<file path="src/rtl/shift_seq_ctrl.sv">
// shift_seq_ctrl: Moore sequencer plus parallel-in/serial-out shifter.
// Loads a WIDTH-bit word, shifts it out MSB- or LSB-first with optional
// stalling, then pulses done for one cycle before returning to IDLE.
module shift_seq_ctrl #(
  parameter int unsigned WIDTH = 8,
  localparam int unsigned CNT_W = $clog2(WIDTH + 1)
) (
  input  logic             clk,
  input  logic             reset,
  input  logic             start,
  input  logic             msb_first,
  input  logic             hold,
  input  logic [WIDTH-1:0] data_in,
  output logic             load,
  output logic             shift,
  output logic             serial_out,
  output logic [CNT_W-1:0] bit_cnt,
  output logic             busy,
  output logic             done
);

  typedef enum logic [1:0] {
    IDLE  = 2'd0,
    LOAD  = 2'd1,
    SHIFT = 2'd2,
    DONE  = 2'd3
  } state_t;

  localparam logic [CNT_W-1:0] LAST_BIT = CNT_W'(WIDTH - 1);

  state_t           state;
  state_t           state_nxt;
  logic [WIDTH-1:0] sreg;
  logic             order;
  logic             shift_en;
  logic             last_bit;

  // A bit is consumed only in SHIFT when not stalled.
  assign shift_en = (state == SHIFT) && !hold;
  assign last_bit = (bit_cnt == LAST_BIT);

  // State register.
  always_ff @(posedge clk or negedge reset) begin
    if (!reset) begin
      state <= IDLE;
    end else begin
      state <= state_nxt;
    end
  end

  // Next-state logic; any unexpected encoding falls back to IDLE.
  always_comb begin
    state_nxt = IDLE;
    case (state)
      IDLE:    state_nxt = start ? LOAD : IDLE;
      LOAD:    state_nxt = SHIFT;
      SHIFT:   state_nxt = (shift_en && last_bit) ? DONE : SHIFT;
      DONE:    state_nxt = IDLE;
      default: state_nxt = IDLE;
    endcase
  end

  // Moore output decode; shift additionally gates on hold.
  always_comb begin
    load       = 1'b0;
    shift      = 1'b0;
    serial_out = 1'b0;
    busy       = 1'b0;
    done       = 1'b0;
    case (state)
      LOAD: begin
        load = 1'b1;
        busy = 1'b1;
      end
      SHIFT: begin
        busy       = 1'b1;
        shift      = !hold;
        serial_out = order ? sreg[WIDTH-1] : sreg[0];
      end
      DONE: begin
        done = 1'b1;
      end
      default: begin
        load = 1'b0;
      end
    endcase
  end

  // Datapath: word capture, zero-fill shifting toward the output end, bit count.
  always_ff @(posedge clk or negedge reset) begin
    if (!reset) begin
      sreg    <= '0;
      order   <= 1'b0;
      bit_cnt <= '0;
    end else begin
      if (state == LOAD) begin
        sreg    <= data_in;
        order   <= msb_first;
        bit_cnt <= '0;
      end else if (shift_en) begin
        sreg    <= order ? {sreg[WIDTH-2:0], 1'b0} : {1'b0, sreg[WIDTH-1:1]};
        bit_cnt <= bit_cnt + CNT_W'(1);
      end else if (state == DONE) begin
        bit_cnt <= '0;
      end
    end
  end

endmodule

</file>
<file path="config.mk">
export PLATFORM = sky130hd
export DESIGN_NAME = shift_seq_ctrl
export DESIGN_NICKNAME = d
export VERILOG_FILES = /design/src/rtl/shift_seq_ctrl.sv
export SDC_FILE = /design/constraint.sdc
export NUM_CORES = 1
export LEC_CHECK = 0
export CAP_MARGIN = 20
export CORE_MARGIN = 2
export CORE_UTILIZATION = 42
export CTS_CLUSTER_DIAMETER = 80
export CTS_CLUSTER_SIZE = 20
export DETAILED_ROUTE_END_ITERATION = 8
export GPL_ROUTABILITY_DRIVEN = 0
export GPL_TIMING_DRIVEN = 0
export PLACE_DENSITY = 0.73
export SETUP_SLACK_MARGIN = 0.05
export SLEW_MARGIN = 20
export SYNTH_ARGS = -nofsm -noshare
export SYNTH_HDL_FRONTEND = slang
export SYNTH_SLANG_ARGS = --single-unit
export TNS_END_PERCENT = 10
</file>
<file path="constraint.sdc">
create_clock -name clk -period 1.5 [get_ports clk]
set_input_delay 0.375 -clock clk [delete_from_list [all_inputs] [get_ports clk]]
set_output_delay 0.375 -clock clk [all_outputs]
set_load 0.02 [all_outputs]
</file>
After elaboration in Yosys (flattened, before gate mapping)
Index checks and enable logic that the tools add are counted.
Widths: inputs -> output; s select.
{ "totals": {"ff_bits": 15, "in_bits": 13, "output_inout_bits": 9, "word_cells": 31} }
{ "classes": {"addsub": 1, "eq_ne": 4, "muxes": 15, "n_reduce_logical": 7} }
{ "op_table": {"columns": ["cell", "count"], "rows": [
  ["$mux 8", 3],
  ["$mux 4", 3],
  ["$mux 1", 8],
  ["$pmux 2 s4", 1],
  ["$add 4x1->4 const B", 1],
  ["$eq 2x2->1 const B", 2],
  ["$eq 4x3->1 const B", 1],
  ["$reduce_bool 3->1", 1],
  ["$eq 2x1->1 const B", 1],
  ["$logic_and 1x1->1", 2],
  ["$logic_not 2->1", 1],
  ["$reduce_bool 2->1", 1],
  ["$reduce_or 2->1", 1],
  ["$logic_not 1->1", 1]
]} }

Longest topological paths before layout
{ "logic_depth": {"ltp_word": 5, "depth_mapped": 7, "mapped_depth_nobuf": 6} }

Worst setup path before layout
Ideal clock, no wire load.
{ "synth_timing": {"path_type": "reg-to-reg", "from": "reg state[1]", "to": "reg bit_cnt[1]", "setup_ns": 0.122, "t_arrival_ns": 1.463, "required_ns": 1.378, "path_slack_ns": -0.084, "stages_incl_launch_ff": 7, "path_buffers": 1, "synth_period_minus_slack_ns": 1.584, "cell_sequence": "dfrtp_1 > inv_1 > ha_1 > buf_2 > nor2_1 > a21oi_1 > a32o_1"} }
{ "synth_between": {"elab_chain_len": 4, "elab_cells_between_ends": 7, "classes_between": "eq/ne: 3; mux: 2; reduce/logical: 2"} }
{ "synth_lines": {"columns": ["element", "line_no", "text"], "rows": [
  ["start, declared", "31", "state_t state;"],
  ["start signal, assigned", "47", "state <= state_nxt;"],
  ["$eq 2x2->1", "39", "assign shift_en = (state == SHIFT) && !hold;"],
  ["$logic_and 1x1->1", "39", null],
  ["$mux 4", "100", "end else if (shift_en) begin"],
  ["$mux 4", "96", "if (state == LOAD) begin"],
  ["end signal, assigned", "102", "bit_cnt <= bit_cnt + CNT_W'(1);"],
  ["end, declared", "17", "output logic [CNT_W-1:0] bit_cnt,"]
]} }
Parallel ways exist; a longest one is shown, timed or not.
A chain may end at the register's enable or synchronous reset.

Final worst setup path
{ "layout_timing": {"from": "reg order", "to": "out serial_out"} }
{ "layout_between": {"elab_chain_len": 2} }
{ "layout_lines": {"columns": ["element", "line_no", "text"], "rows": [
  ["start, declared", "34", "logic order;"],
  ["start signal, assigned", "98", "order <= msb_first;"],
  ["$mux 1", "78", "serial_out = order ? sreg[WIDTH-1] : sreg[0];"],
  ["$mux 1", "70", "case (state)"],
  ["end, declared", "16", "output logic serial_out,"]
]} }
No other way between the ends.

==> metrics <==
NumNets Final between 100 and 150; hold slack ~490 ps; cell-internal power approximately 1400 uW; initial core utilization 44.4%; Slew @ Worst Pin around 690 ps; Slew Limit Fails 0; final setup skew approximately 11 ps; register area share after synthesis 43.5%; worst hold path class in2async; Worst-Skew Late Latency roughly 290 ps; Clk Tree Root Cell clkbuf_4; largest net degree at the start of global routing 16; # port buffers 21; met2 wire length between 1000 and 1500 um; top sig layer met4; Util after Layout between 60% and 70%; DR vias/cell between 5 and 6; Final min period between 1500 and 2000 ps; CTS Hold Bufs 0; Multi-input gate area 564 um^2; Overall Global Routing Usage 20.5%; R2R cell count 6; CTS tree built; Critical Path AT approximately 1300 ps; CP Max Fanout 10; worst reg2reg path startpoint state[0]$_DFF_PN0_; die height between 40 and 50 um; WL met3 about 160 um; Slew headroom roughly 54%; Syn. warnings 0; residual DRC count 0; f_max 0.584 GHz; Worst setup SP type flop; synthesized area per cell approximately 9.8 um^2; violated checks negative setup slack; crit path capture type primary output; DRT Wirelength between 2000 and 2500 um; Remaining Overflow, GRT 0; Post-DRT Antenna Nets 0; cts bufs inserted 3; clock network power share under 10%; # IOs 22; Reg area 378 um^2; drt initial violations 17; sequential share of power approximately 30%; setup ws final -214 ps; Mapped Nets ~110; Crit. Startpoint order$_DFFE_PN0P_; Post-Syn Instances 88; P_leak ~0.00055 uW; status finished with violations; Sink Count 15; combinational share of power around 60%; Max Cap Violations 0; Pre-antenna DRT Iters 4; #FFs+latches synth 15; Max Root-Sink Buffers 2; WP data required 1120 ps; WL met1 1020 um; post-synth cell types 27; pwr/cell area between 1500 and 2000 nW/um^2; VDD IR max approximately 1.1 mV; unrepaired setup endpoints after global routing yes; Fill cells between 100 and 150; HPWL Detailed approximately 1400 um; die area between 2000 and 2500 um^2; vias in the first global route just under 800; Final setup viols 9; n_diodes 0; switching pwr 1030 uW; part of the cycle the worst path needs 114%; critical path class reg2out; row cnt 16; Hold Vio Cnt, Final 0; Sw Share between 40% and 50%; total chip power 2460 uW; Netlist Area Pre-Place 862 um^2; Clock Pin Slew Worst Setup and Hold Paths 100 ps; width of the die between 40 and 50 um; core area around 1900 um^2; via count 798; antenna violations before repair 0; H-tree Lvls 1; Synth-to-Final Area Change 55.3%; first-pass GRT wire length 3770 um; average wire per standard cell 15.5 um; ratio of cells with drive above 1 in the final layout about two fifths
## worst paths after layout
path | slack, ps | endpoint
max in group asynchronous | 520 | state[1]$_DFF_PN0_
hold / removal | 490 | sreg[3]$_DFFE_PN0P_
setup reg to reg | -170 | bit_cnt[3]$_DFFE_PN0P_
min in group clk | 530 | bit_cnt[0]$_DFFE_PN0P_
hold reg to reg | 530 | bit_cnt[0]$_DFFE_PN0P_
setup / recovery | -210 | serial_out
## critical path, cell delays in order, from the launching register on
cell     delay, ps
dfrtp_2        380
buf_4          180
mux2i_2        290
nor2b_4         60
buf_6          130
## metrics by stage
step	TNS, ps	std cells	setup WS [ps]	cell area (um^2)
finish	-915	148	-214	1340
global placement	-4900	136	-806	1150
CTS	-1030	147	-243	1240
floorplan	0	88	40.7	905
detailed placement	-4820	136	-797	1150
global route	-1480	148	-272	1340
## cells in the mapped netlist
master     number  area, um^2
inv_1           3        11.3
o21ai_0         3        15.0
a32oi_1         1        8.76
a22o_1          1        8.76
nor4bb_1        2        20.0
clkbuf_1        1        3.75
a21o_1          1        7.51
a21oi_1         3        15.0
nand3_1         2        10.0
o31ai_1         8        60.1
nand2b_1        1        6.26
a211oi_1        6        45.0
a32o_1          1        10.0
buf_2           2        10.0
nor2b_1         8        50.1
dfrtp_1        15         375
ha_1            6        75.1
and4b_1         1        10.0
or3b_1          1        8.76
o2bb2ai_1       1        8.76
nor2_1          7        26.3
nand4b_1        1        8.76
buf_4           1        7.51
mux2i_1         1        10.0
mux2_2          1        11.3
clkbuf_2        1        5.00
nand2_1         9        33.8
## area by class of cell
| cell class | instances | area share (%) |
|---|---|---|
| Clock inverter | 1 | 0.374 |
| Inverter | 3 | 1.50 |
| Multi-Input combinational cell | 65 | 42.1 |
| Clock buffer | 3 | 1.68 |
| Sequential cell | 15 | 28.2 |
| Buffer | 4 | 2.80 |
| Tap cell | 27 | 2.52 |
| Timing Repair Buffer | 30 | 20.7 |
## layer usage
metal	global-route usage [%]	up-vias
li1	-	389
met1	27.7	377
met2	31.5	30
met3	5.21	2
met4	7.14	0
met5	0	-
## what timing repair did
item | 4_1_cts | 5_1_grt
pin swaps | 1 | 8
setup endpoints to repair | 22 | 22
gates cloned | 0 | 0
gates resized for setup | 38 | 30
buffers inserted | 7 | 2
## state kept, by name (all words and copies together) (netlist names)
| name | flops |
|---|---|
| bit_cnt | 4 |
| state | 2 |
| order | 1 |
| sreg | 8 |
## cells by family after synthesis
kind of cell | Yosys count | share of synthesized area (%)
compound gates | 25 | 20.8
fa+ha+maj | 6 | 8.71
buf+inv | 8 | 4.35
flops | 15 | 43.5
mux | 2 | 2.47
simple gates | 32 | 20.2
## cell usage in the layout (no fill, tap or decap), types with 3 or more instances in the layout
cell / Yosys / routed
nand2_1: 9 / 9
buf_6: 0 / 6
nor2_1: 7 / 6
nor2b_1: 8 / 7
clkbuf_4: 0 / 4
o31ai_1: 8 / 7
dfrtp_1: 15 / 13
a211oi_1: 6 / 3
a211oi_2: 0 / 3
clkdlybuf4s50_1: 0 / 11
ha_4: 0 / 4
buf_4: 1 / 9
## power groups by stage
stage                     registers (uW)  logic [uW]  clock network, uW
after global placement               736        1000                  0
after CTS                            714        1180                253
final                                743        1480                239
after detailed placement             739        1030                  0
after global routing                 760        1610                275
after floorplan                      720         718                  0
Power figures use the tool's default switching activity.
